$ cat src/rtl/rv_conv_accumulator_if.sv
// Adder-tree input and writeback output bundle for rv_conv_accumulator.
// Output handshake: a beat moves on a clock edge where out_valid && out_ready;
// out_valid never waits for out_ready, and out_data is held until that beat.
interface rv_conv_accumulator_if #(
    parameter int DATAW = 8,
    parameter int ACCW  = 16,
    parameter int CNTW  = 8
);
    logic             in_valid;
    logic [DATAW-1:0] in_data;
    logic [CNTW-1:0]  cfg_terms;
    logic             clear;
    logic             out_valid;
    logic [ACCW-1:0]  out_data;
    logic             out_ready;

    modport master (
        output in_valid, in_data, cfg_terms, clear, out_ready,
        input  out_valid, out_data
    );

    modport slave (
        input  in_valid, in_data, cfg_terms, clear, out_ready,
        output out_valid, out_data
    );
endinterface

$ cat src/rtl/rv_conv_accumulator.sv
// Accumulates groups of adder-tree sums into signed results, buffered in a FWFT FIFO.
// Define RV_ACC_SAT_EN to saturate each accumulation step instead of wrapping.
module rv_conv_accumulator #(
    parameter int DATAW = 8,
    parameter int ACCW  = 16,
    parameter int CNTW  = 8,
    parameter int DEPTH = 4
) (
    input  logic                   clk,
    input  logic                   reset,
    rv_conv_accumulator_if.slave   bus,
    output logic [$clog2(DEPTH):0] fifo_count,
    output logic                   busy,
    output logic                   overflow
);
    localparam int AW = $clog2(DEPTH);
    localparam logic [ACCW-1:0] SMAX = {1'b0, {(ACCW-1){1'b1}}};
    localparam logic [ACCW-1:0] SMIN = {1'b1, {(ACCW-1){1'b0}}};

    logic [ACCW-1:0] acc;
    logic [ACCW-1:0] addend;
    logic [ACCW-1:0] base;
    logic [ACCW-1:0] sum;
    logic [CNTW-1:0] count;
    logic [CNTW-1:0] t_lat;
    logic [CNTW-1:0] t_eff;
    logic            accept;
    logic            last;
    logic            push_req;
    logic            push;
    logic            pop;
    logic            full;
    logic            empty;
    logic [ACCW-1:0] mem [DEPTH];
    logic [AW-1:0]   wr_ptr;
    logic [AW-1:0]   rd_ptr;

    // clear has priority over a same-cycle input
    assign accept = bus.in_valid && !bus.clear;

    always_comb begin
        addend = {ACCW{bus.in_data[DATAW-1]}};
        addend[DATAW-1:0] = bus.in_data;
    end

    // The group length is sampled only on its first term; later cfg changes are ignored.
    always_comb begin
        t_eff = t_lat;
        if (count == '0) begin
            t_eff = (bus.cfg_terms == '0) ? CNTW'(1) : bus.cfg_terms;
        end
    end

    assign last = (count == t_eff - CNTW'(1));
    assign base = (count == '0) ? '0 : acc;

`ifdef RV_ACC_SAT_EN
    logic [ACCW:0] wide;
    always_comb begin
        wide = {base[ACCW-1], base} + {addend[ACCW-1], addend};
        sum  = wide[ACCW-1:0];
        if (wide[ACCW] != wide[ACCW-1]) begin
            sum = wide[ACCW] ? SMIN : SMAX;
        end
    end
`else
    always_comb begin
        sum = base + addend;
    end
`endif

    always_ff @(posedge clk) begin
        if (reset) begin
            acc   <= '0;
            count <= '0;
            t_lat <= CNTW'(1);
        end else if (bus.clear) begin
            acc   <= '0;
            count <= '0;
        end else if (accept) begin
            if (count == '0) t_lat <= t_eff;
            if (last) begin
                acc   <= '0;
                count <= '0;
            end else begin
                acc   <= sum;
                count <= count + CNTW'(1);
            end
        end
    end

    assign busy = (count != '0);

    // A push into a full FIFO still lands when the head leaves in the same cycle.
    assign empty    = (fifo_count == '0);
    assign full     = (fifo_count == (AW + 1)'(DEPTH));
    assign pop      = !empty && bus.out_ready;
    assign push_req = accept && last;
    assign push     = push_req && (!full || pop);

    always_ff @(posedge clk) begin
        if (push) mem[wr_ptr] <= sum;
    end

    always_ff @(posedge clk) begin
        if (reset) begin
            wr_ptr     <= '0;
            rd_ptr     <= '0;
            fifo_count <= '0;
            overflow   <= 1'b0;
        end else begin
            if (push) wr_ptr <= wr_ptr + AW'(1);
            if (pop)  rd_ptr <= rd_ptr + AW'(1);
            case ({push, pop})
                2'b10:   fifo_count <= fifo_count + (AW + 1)'(1);
                2'b01:   fifo_count <= fifo_count - (AW + 1)'(1);
                default: fifo_count <= fifo_count;
            endcase
            if (push_req && !push) overflow <= 1'b1;
        end
    end

    assign bus.out_valid = !empty;
    assign bus.out_data  = empty ? '0 : mem[rd_ptr];
endmodule

$ cat src/flat_wrapper.sv
// flat-port wrapper written by rule: the top's interface ports become plain ports
module rv_conv_accumulator_flat 
#(
    parameter int DATAW = 8,
    parameter int ACCW  = 16,
    parameter int CNTW  = 8,
    parameter int DEPTH = 4
)
  (clk, reset, fifo_count, busy, overflow, bus_in_valid, bus_in_data, bus_cfg_terms, bus_clear, bus_out_ready, bus_out_valid, bus_out_data);
  rv_conv_accumulator_if #(.DATAW(DATAW), .ACCW(ACCW), .CNTW(CNTW)) bus_i ();
  input  logic clk;
  input  logic reset;
  output logic [$clog2(DEPTH):0] fifo_count;
  output logic busy;
  output logic overflow;
  input wire logic [$bits(bus_i.in_valid)-1:0] bus_in_valid;
  input wire logic [$bits(bus_i.in_data)-1:0] bus_in_data;
  input wire logic [$bits(bus_i.cfg_terms)-1:0] bus_cfg_terms;
  input wire logic [$bits(bus_i.clear)-1:0] bus_clear;
  input wire logic [$bits(bus_i.out_ready)-1:0] bus_out_ready;
  output wire logic [$bits(bus_i.out_valid)-1:0] bus_out_valid;
  output wire logic [$bits(bus_i.out_data)-1:0] bus_out_data;
  assign bus_i.in_valid = bus_in_valid;
  assign bus_i.in_data = bus_in_data;
  assign bus_i.cfg_terms = bus_cfg_terms;
  assign bus_i.clear = bus_clear;
  assign bus_i.out_ready = bus_out_ready;
  assign bus_out_valid = bus_i.out_valid;
  assign bus_out_data = bus_i.out_data;
  rv_conv_accumulator #(.DATAW(DATAW), .ACCW(ACCW), .CNTW(CNTW), .DEPTH(DEPTH)) u_core (.clk(clk), .reset(reset), .bus(bus_i), .fifo_count(fifo_count), .busy(busy), .overflow(overflow));
endmodule
$ cat config.mk
export PLATFORM = sky130hd
export DESIGN_NAME = rv_conv_accumulator_flat
export DESIGN_NICKNAME = d
export VERILOG_FILES = /design/src/rtl/rv_conv_accumulator_if.sv /design/src/rtl/rv_conv_accumulator.sv /design/src/flat_wrapper.sv
export SDC_FILE = /design/constraint.sdc
export NUM_CORES = 1
export LEC_CHECK = 0
export CORE_ASPECT_RATIO = 0.8
export CORE_MARGIN = 2
export CORE_UTILIZATION = 50
export DETAILED_ROUTE_END_ITERATION = 8
export MAX_ROUTING_LAYER = met4
export PLACE_DENSITY = 0.7
export SLEW_MARGIN = 20
export SYNTH_ARGS = -nofsm -noshare
export SYNTH_HDL_FRONTEND = slang
export SYNTH_SLANG_ARGS = --single-unit
$ cat constraint.sdc
create_clock -name clk -period 13.06 [get_ports clk]
set_input_delay 2.612 -clock clk [delete_from_list [all_inputs] [get_ports clk]]
set_output_delay 2.612 -clock clk [all_outputs]
set_load 0.005 [all_outputs]
==> results of run 1 <==
[worst paths after layout]
check | endpoint | depth (start not counted) | slack [ns]
worst max register to register | u_core.fifo_count[1]$_SDFFE_PP0P_ | 16 | 8.07
worst min register to register | u_core.acc[1]$_SDFFE_PP0P_ | 2 | 0.47
worst min-delay path | u_core.acc[1]$_SDFFE_PP0P_ | 2 | 0.47
worst max-delay path | u_core.fifo_count[1]$_SDFFE_PP0P_ | 15 | 6.19
[flip-flops by register name, indices dropped and copies added, names as in the netlist, named ones only]
| name | count |
|---|---|
| u_core.count | 8 |
| u_core.overflow | 1 |
| u_core.fifo_count | 3 |
| u_core.t_lat | 8 |
| u_core.wr_ptr | 2 |
| u_core.acc | 16 |
| u_core.mem | 64 |
| u_core.rd_ptr | 2 |
[layout make-up]
| cell class | instances | area [um^2] |
|---|---|---|
| inverter | 15 | 58.8 |
| clock buffer | 10 | 229 |
| fill | 915 | 4520 |
| clock inverter | 6 | 78.8 |
| tap | 144 | 180 |
| multi-input combinational | 346 | 2590 |
| timing repair buffer | 42 | 420 |
| sequential | 106 | 2760 |
[power by group through the flow]
stage	clock (uW)	sequential, uW	combinational (uW)
3_5_place_dp	0	373	80.6
6_report	279	365	80.4
4_1_cts	285	365	80.9
3_3_place_gp	0	372	78.6
2_1_floorplan	0	368	52.8
5_1_grt	298	366	89.0
[cell families after synthesis]
family	share of synthesized area
mux	0.0776
xor+xnor	0.0441
fa+ha+maj	0.0567
flops	0.497
compound gates	0.107
simple gates	0.180
buf+inv	0.0369
[metal layers]
| metal | global-route usage | wire length [um] | up-vias |
|---|---|---|---|
| li1 | - | - | 1880 |
| met1 | 0.257 | 5060 | 1844 |
| met3 | 0.0432 | 529 | 21 |
| met5 | - | 0 | - |
| met4 | 0.0725 | 227 | 0 |
| met2 | 0.340 | 5480 | 85 |
[through the flow]
step | instance area, um^2 | std cells
floorplan | 5560 | 493
global placement | 6010 | 653
detailed placement | 6010 | 653
CTS | 6320 | 669
global route | 6320 | 669
finish | 6320 | 669
[cell usage after synthesis, types with 7 or more instances]
cell	count
or4_1	7
a22oi_1	16
a21oi_1	23
o21ai_0	11
xor2_1	10
and2_1	37
dfxtp_1	42
nor3_1	9
xnor2_1	18
inv_1	14
nand2_1	33
nor2_1	44
edfxtp_1	64
nand4_1	7
nand2b_1	7
clkbuf_1	15
ha_1	22
mux4_2	16
[worst min-delay path: cells and delay by family (launching register included)]
family / cells / cell delay (ns)
AO/OA/AOI/OAI: 1 / 0.06
AND/OR/NAND/NOR: 1 / 0.05
flip-flops: 1 / 0.32
[cells in the final DEF (no fill, tap or decap), drive strengths merged, types with 17 or more instances in the layout]
master and n:
a22oi 17, and2 37, nor2 45, dfxtp 42, xnor2 18, ha 22
inv 19, nand2 33, clkdlybuf4s50 42, a21oi 23, edfxtp 64
==> flow_summary.toml, run 1 <==
[timing]
clock_skew_ns = 0.00699
slew_viol_final = 0
finalHoldViolCount = 0
period_needed_ns = 6.87
worst_pin_slew_ns = 0.925
setup_viol = 0
fmax_mhz = 146
worst_slack_ns = 6.19
rsz0062_at_grt = "no"
period_share = 0.526
whs_ns = 0.470
slew_headroom = 0.384
final.setup.tns_ns = 0

[placed_design]
portBuffers = 42
dpl_worst_slack_ns = 5.87
gp_congestion = 0.876
hpwl_um = 8010

[yosys]
synth_top_cell_by_area = "edfxtp_1"
synth_fp_nets = 538
syn_area_per_cell_um2 = 11.3
synth_top_area_share = 0.346
synth_cells = 493
seq_area_frac_synth = 0.497
synth_edf_count = 64
ys.flop_type = "edfxtp_1"
synth_area_leaders = "edfxtp_1 35%, dfxtp_1 15%, mux4_2 6.5%"
yosysWarnings = 0
syn-cell-area_mm2 = 0.00556
synth_cell_types = 64
synth_seq_cells = 106
async_flop_share = 0

[detailed_routing]
firstDrtPassIters = 4
drt_iter0_drc = 286
ant_nets = 0
post_drt_wl_per_cell_um = 16.9
vias_per_cell = 5.72
wirelength_um = 11300
drc = 0
vias = 3830

[worst_setup_path]
slowest_delay_ns = 0.58
arrival_ns = 7.16
critPathMaxFanout = 6
cpLargestDelayFamily = "simple AND/OR/NAND/NOR gates"
rr_startpoint = "u_core.count[0]$_SDFFE_PP0P_"
worstSetupPathType = "primary input to flip-flop"
crit_path_start = "bus_cfg_terms[3]"
endpoint_kind = "flip-flop"
crit_path_start_kind = "primary input"
critPathSlowestCell = "or4_4"
worstPathRequired_ns = 13.35
path_buf_inv = 1
path_cells = "clkdlybuf4s50_1 -> or4_4 -> o41ai_2 -> mux2i_1 -> ha_1 -> nor3b_1 -> xnor2_1 -> a22oi_1 -> o311ai_0 -> nand3b_1 -> or3_1 -> o21ai_0 -> fa_1 -> or4_1 -> nand4_1"

[final_layout]
final_layout_size_suffix_gt1_frac = 0.0838
syn_to_final_growth_pct = 13.7
antennaDiodeCount = 0
final_util = 0.583
num-nets-final = 565

[power_and_ir_drop]
p_comb_frac = 0.111
power_uw = 725
sequentialPowerShare = 0.504
irDropWorstVdd_mv = 0.0514
netSwitchingFraction = 0.238
p_int_uw = 552
leakage_uw = 0.00221
powerDensity_mw_per_mm2 = 115
p_sw_uw = 172
clkPwrFrac = 0.386

[clocking]
tritoncts = "built"
htreeDepth = 3
cts.clk_slew.worst_paths_ns = 0.07
root_buffer = "clkbuf_16"
clk_path_buf_depth = 2
cts_hold_buf = 0
cts_buffers = 9
clkLatencyLatePin_ns = 0.35
post_cts_buffers = 0
cts_resized = 0
cts_sinks = 106

[run_status]
outcome = "complete, no violations"

[job]
maxCapViolCount = 0

[global_routing]
gr-total-overflow = 0
grt_pass1_vias = 3726
grt_pass1_wl_um = 18700
grt_max_degree = 26
antenna_found_initial = 0
track_usage = 0.208

[die]
die_area_mm2 = 0.0120
num_rows = 34
start_util = 0.513
core-area_mm2 = 0.0108
die_x_um = 122
die_height_um = 98.3
io_pins = 43

[min_path]
min_path_type = "flip-flop to flip-flop"
holdCritStartpoint = "u_core.acc[1]$_SDFFE_PP0P_"
No activity file was read; power rests on OpenSTA's default activity.
==> run 2, diff against run 1 <==
--- a/config.mk
+++ b/config.mk
@@ -10,7 +10,7 @@
 export CORE_UTILIZATION = 50
 export DETAILED_ROUTE_END_ITERATION = 8
 export MAX_ROUTING_LAYER = met4
-export PLACE_DENSITY = 0.7
+export PLACE_DENSITY = 0.73
 export SLEW_MARGIN = 20
 export SYNTH_ARGS = -nofsm -noshare
 export SYNTH_HDL_FRONTEND = slang
==> constraint.sdc (replaced) <==
create_clock -name clk -period 6.1 [get_ports clk]
set_input_delay 1.22 -clock clk [delete_from_list [all_inputs] [get_ports clk]]
set_output_delay 1.22 -clock clk [all_outputs]
set_load 0.005 [all_outputs]
==> run 2 against run 1 <==
  * Setup slack lost 5.5 ns
  * Power grew 110%
  * Critical path depth is the same
  * Hold slack lost 0.0072 ns
  * Global-route usage shrank 0.76 points
  * Routed wire length shrank 2.4%
  * Clock skew shrank 0.0038 ns
  * Cell count grew 0.60%
  * Combinational power grew 110%
  * Sequential share of layout area is the same
  * Clock-buffer cell count is the same
  * Core utilization is the same
  * Critical path type unchanged
==> flow_summary.toml, run 2 (synthesized netlist as in run 1, its figures left out) <==
[clocking]
clkLatencyLatePin_ns = 0.34
cts.clk_slew.worst_paths_ns = 0.07
cts_buffers = 9
post_cts_buffers = 0
cts_sinks = 106
cts_resized = 0
htreeDepth = 3
root_buffer = "clkbuf_16"
cts_hold_buf = 0
clk_path_buf_depth = 2
tritoncts = "built"

[detailed_routing]
wirelength_um = 11000
vias = 3819
drc = 0
drt_iter0_drc = 341
vias_per_cell = 5.67
ant_nets = 0
firstDrtPassIters = 4
post_drt_wl_per_cell_um = 16.4

[final_layout]
regMostFlops = "u_core.mem"
reg_top3 = "u_core.mem x64, u_core.acc x16"
antennaDiodeCount = 0
final_common_cell = "edfxtp_1"
largest_reg_flops = 64
final_cell_mix = "64 x edfxtp_1, 44 x nor2_1, 42 x clkdlybuf4s50_1, 41 x dfxtp_1, 37 x and2_1"
fin_area_mm2 = 0.00632
final_layout_size_suffix_gt1_frac = 0.0888
num-nets-final = 569
syn_to_final_growth_pct = 13.7
n_fill_cell = 886

[timing]
period_needed_ns = 5.44
whs_ns = 0.463
setup_viol = 0
period_share = 0.892
worst_pin_slew_ns = 0.925
slew_headroom = 0.383
final.setup.tns_ns = 0
rsz0062_at_grt = "no"
clock_skew_ns = 0.00324
slew_viol_final = 0
fmax_mhz = 184
finalHoldViolCount = 0

[die]
io_pins = 43
start_util = 0.513
core-area_mm2 = 0.0108
die_x_um = 122
die_height_um = 98.3
num_rows = 34
die_area_mm2 = 0.0120

[global_routing]
grt_pass1_wl_um = 18100
track_usage = 0.201
gr-total-overflow = 0
grt_max_degree = 26
antenna_found_initial = 0
grt_pass1_vias = 3667

[worst_setup_path]
worstSetupPathType = "primary input to flip-flop"
cpLargestDelayFamily = "simple AND/OR/NAND/NOR gates"
worstPathRequired_ns = 6.38
critPathMaxFanout = 6
endpoint_kind = "flip-flop"
slowest_delay_ns = 0.58
critPathSlowestCell = "or4_4"
arrival_ns = 5.72
path_cells = "clkdlybuf4s50_1 -> or4_4 -> o41ai_2 -> mux2i_1 -> ha_1 -> nor3b_1 -> xnor2_1 -> a22oi_1 -> o311ai_0 -> nand3b_1 -> or3_1 -> o21ai_0 -> fa_1 -> or4_1 -> nand4_1"
path_buf_inv = 1
crit_path_start_kind = "primary input"

[run_status]
outcome = "complete, no violations"

[placed_design]
hpwl_um = 7920
gp_congestion = 0.927
place_area_mm2 = 0.00604
portBuffers = 42

[power_and_ir_drop]
powerDensity_mw_per_mm2 = 236
leakage_uw = 0.00221
irDropWorstVdd_mv = 0.114

[min_path]
min_path_type = "flip-flop to flip-flop"

[job]
maxCapViolCount = 0
## run 2: cell count changes in the layout (fill, tap and decap cells not counted)
cell	change
inv_8	-1
buf_4	+4
clkinv_1	+1
clkinvlp_4	+1
bufinv_16	-1
## run 2: worst min-delay path, cell delays in order, from the launching register on
cell,delay (ns)
dfxtp_1,0.31
nand2_1,0.05
a21oi_1,0.05
## run 2: per-layer routing
metal / vias up / global-route usage / share of wire
met5: - / - / 0
met4: 0 / 0.0681 / 0.018
met3: 21 / 0.0356 / 0.043
met2: 89 / 0.324 / 0.49
met1: 1815 / 0.256 / 0.45
li1: 1894 / - / -
## run 2: where the power goes
part	switching [uW]	internal, uW
clock	256	282
combinational	82.7	88.0
sequential	14.6	767
## run 2: worst paths after layout
kind                                             to  cells past startpoint                    startpoint  slack (ns)
setup / recovery  u_core.fifo_count[1]$_SDFFE_PP0P_                     15              bus_cfg_terms[3]        0.66
hold / removal           u_core.acc[1]$_SDFFE_PP0P_                      2    u_core.acc[1]$_SDFFE_PP0P_        0.46
setup reg to reg  u_core.fifo_count[1]$_SDFFE_PP0P_                     16  u_core.count[0]$_SDFFE_PP0P_        1.14
hold reg to reg          u_core.acc[1]$_SDFFE_PP0P_                      2    u_core.acc[1]$_SDFFE_PP0P_        0.46
## run 2: through the flow
stage,instances,setup slack [ns],util,total power (uW)
floorplan,493,1.19,-,901
CTS,673,0.708,0.583,1510
finish,673,0.660,0.583,1490
detailed placement,657,0.356,0.557,969
global route,673,0.421,0.583,1560
global placement,657,0.434,0.557,965
## run 2: area by class of cell
| type | count | area [um^2] | share of cell area |
|---|---|---|---|
| well taps | 144 | 180 | 0.0285 |
| multi-input cells | 346 | 2590 | 0.410 |
| clock buffers | 10 | 229 | 0.0362 |
| inverters | 15 | 58.8 | 0.00930 |
| repair buffers | 46 | 450 | 0.0712 |
| flip-flops and latches | 106 | 2760 | 0.437 |
| clock inverters | 6 | 48.8 | 0.00772 |
==> run 3, diff against run 2 <==
--- a/config.mk
+++ b/config.mk
@@ -5,13 +5,16 @@
 export SDC_FILE = /design/constraint.sdc
 export NUM_CORES = 1
 export LEC_CHECK = 0
+export ABC_AREA = 1
 export CORE_ASPECT_RATIO = 0.8
 export CORE_MARGIN = 2
 export CORE_UTILIZATION = 50
 export DETAILED_ROUTE_END_ITERATION = 8
+export GPL_ROUTABILITY_DRIVEN = 0
 export MAX_ROUTING_LAYER = met4
 export PLACE_DENSITY = 0.73
 export SLEW_MARGIN = 20
 export SYNTH_ARGS = -nofsm -noshare
 export SYNTH_HDL_FRONTEND = slang
 export SYNTH_SLANG_ARGS = --single-unit
+export TNS_END_PERCENT = 30
==> run 3 against run 2 <==
  * Via count up 22%
  * Register-to-register slack better by 0.61 ns
  * Critical path depth up 1
  * Combinational power rose to 3.1 times the previous value
  * Sequential share of layout area down 0.68 points
  * Core utilization up 0.89 points
  * Die area about the same
  * Global-route usage up 3.2 points
  * Area after synthesis about the same
  * Fmax up 20%
  * Critical path type unchanged
  * Largest power group unchanged
  * Highest routed layer unchanged
==> flow_summary.toml, run 3 <==
[yosys]
ys.flop_type = "edfxtp_1"
seq_area_frac_synth = 0.497
netlist_top_cells_count = "118 x nand2_1, 115 x nor2_1, 73 x inv_1"
async_flop_share = 0
synth_seq_cells = 106
yosysMostFrequentCell = "nand2_1"
synth_area_leaders = "edfxtp_1 35%, dfxtp_1 15%, nand2_1 8.0%"
syn-cell-area_mm2 = 0.00556
yosysWarnings = 0
synth_fp_nets = 719
synth_top_cell_by_area = "edfxtp_1"
syn_area_per_cell_um2 = 8.25
synth_cell_types = 39
synth_edf_count = 64
synth_cells = 674
synth_top_area_share = 0.345

[timing]
whs_ns = 0.463
setup_viol = 0
slew_headroom = 0.393
final.setup.tns_ns = 0
period_needed_ns = 4.52
worst_pin_slew_ns = 0.909
fmax_mhz = 221
slew_viol_final = 0
clock_skew_ns = 0.00706
period_share = 0.741
rsz0062_at_grt = "no"
finalHoldViolCount = 0

[run_status]
outcome = "complete, no violations"

[clocking]
htreeDepth = 3
cts_hold_buf = 0
clk_path_buf_depth = 2
cts.clk_slew.worst_paths_ns = 0.07
root_buffer = "clkbuf_16"
cts_resized = 0
cts_buffers = 9
tritoncts = "built"
cts_sinks = 106
post_cts_buffers = 0
clkLatencyLatePin_ns = 0.35

[final_layout]
final_cell_mix = "118 x nand2_1, 115 x nor2_1, 73 x inv_1, 64 x edfxtp_1, 60 x a21oi_1"
largest_reg_flops = 64
stdcell_count = 859
final_common_cell = "nand2_1"
syn_to_final_growth_pct = 15.4
regMostFlops = "u_core.mem"
num-nets-final = 755
antennaDiodeCount = 0
final_layout_size_suffix_gt1_frac = 0.0462
reg_top3 = "u_core.mem x64, u_core.acc x16"

[global_routing]
track_usage = 0.233
grt_pass1_vias = 4419
antenna_found_initial = 0
grt_max_degree = 34
gr-total-overflow = 0
grt_pass1_wl_um = 21200

[worst_setup_path]
critPathMaxFanout = 9
r2r_cells = 15
rr_startpoint = "u_core.count[0]$_SDFFE_PP0P_"
crit_path_start = "bus_cfg_terms[4]"
endpoint = "u_core.mem[0][1]$_DFFE_PP_"
worstSetupPathType = "primary input to flip-flop"
r2r_slack_ns = 1.75
endpoint_kind = "flip-flop"
worstPathRequired_ns = 6.16
crit_path_start_kind = "primary input"
arrival_ns = 4.58
r2r-end = "u_core.mem[0][1]$_DFFE_PP_"

[power_and_ir_drop]
powerDensity_mw_per_mm2 = 301
leakage_uw = 0.00253
power_uw = 1930
irDropWorstVdd_mv = 0.181

[detailed_routing]
drc = 0
firstDrtPassIters = 5
drt_iter0_drc = 469
ant_nets = 0
vias_per_cell = 5.41
wirelength_um = 12600
vias = 4643
post_drt_wl_per_cell_um = 14.7

[die]
die_area_mm2 = 0.0120
die_height_um = 98.3
io_pins = 43
start_util = 0.513
num_rows = 34
core-area_mm2 = 0.0108
die_x_um = 122

[placed_design]
portBuffers = 42
dp_cells = 843
hpwl_um = 8830

[min_path]
min_path_type = "flip-flop to flip-flop"

[job]
maxCapViolCount = 0
==> run 3: cell types whose count changed after synthesis, moves of 7 or more <==
cell      before  now
inv_1         14   73
a21oi_1       23   60
a22oi_1       16    0
nand2b_1       7    0
or4_1          7    0
xnor2_1       18    6
nand3_1        6   45
o21ai_0       11   50
nor2_1        44  115
and2_1        37    0
nand2_1       33  118
mux4_2        16    0
==> run 3: power by group <==
group          total [uW]  switching [uW]  internal [uW]
combinational         526             292            234
sequential            797            17.5            780
clock                 607             278            329
total                1930             587           1340
==> run 3: cells by family (layout without fill, tap and decap cells) <==
family          after synthesis  in the layout  synth area share
buf+inv                      99            140            0.0697
compound gates              130            130             0.126
fa+ha+maj                    24             24            0.0567
xor+xnor                     16             16            0.0277
simple gates                299            299             0.224
flops                       106            106             0.497
==> run 3: area by class of cell <==
| type | instances | area, um^2 |
|---|---|---|
| Fill cell | 943 | 4430 |
| Sequential cell | 106 | 2760 |
| Multi-Input combinational cell | 469 | 2410 |
| Timing Repair Buffer | 47 | 458 |
| Inverter | 77 | 289 |
| Clock buffer | 9 | 225 |
| Tap cell | 144 | 180 |
| Clock inverter | 7 | 92.6 |
==> run 3: per-layer routing <==
layer,GRT usage,vias to the layer above,wire [um]
li1,-,2318,-
met1,0.297,2162,5660
met2,0.380,140,5910
met3,0.0415,23,827
met4,0.0681,0,217
met5,-,-,0
==> run 3: how the worst min path moves through the flow <==
stage,from,depth (start not counted),end
5_1_grt,u_core.acc[9]$_SDFFE_PP0P_,2,u_core.acc[9]$_SDFFE_PP0P_
6_report,u_core.rd_ptr[1]$_SDFFE_PP0P_,2,flip-flop
3_3_place_gp,u_core.overflow$_SDFFE_PP0P_,1,u_core.overflow$_SDFFE_PP0P_
4_1_cts,u_core.acc[0]$_SDFFE_PP0P_,2,u_core.acc[0]$_SDFFE_PP0P_
2_1_floorplan,u_core.t_lat[6]$_SDFFE_PP0P_,2,u_core.t_lat[6]$_SDFFE_PP0P_
3_5_place_dp,u_core.acc[0]$_SDFFE_PP0P_,2,u_core.acc[0]$_SDFFE_PP0P_
==> run 3: metrics by stage <==
step / util / instance area [um^2] / worst slack [ns]
6_report: 0.592 / 6420 / 1.58
5_1_grt: 0.592 / 6420 / 1.38
4_1_cts: 0.592 / 6420 / 1.66
3_5_place_dp: 0.563 / 6100 / 1.31
3_3_place_gp: 0.563 / 6100 / 1.41
2_1_floorplan: - / 5560 / 2.11
==> run 3: worst max-delay path: stages <==
cell and delay, ns:
clkdlybuf4s50_1 0.43, inv_1 0.10, nand2_1 0.05, nor2_1 0.13
nand2_1 0.06, nand3_1 0.08, nand2_2 0.13, ha_1 0.33
xor2_1 0.16, nand3_1 0.13, nor2_1 0.14, nand3_1 0.13
nor3_4 0.44, nand2_2 0.20, nor2_1 0.55, buf_4 0.30
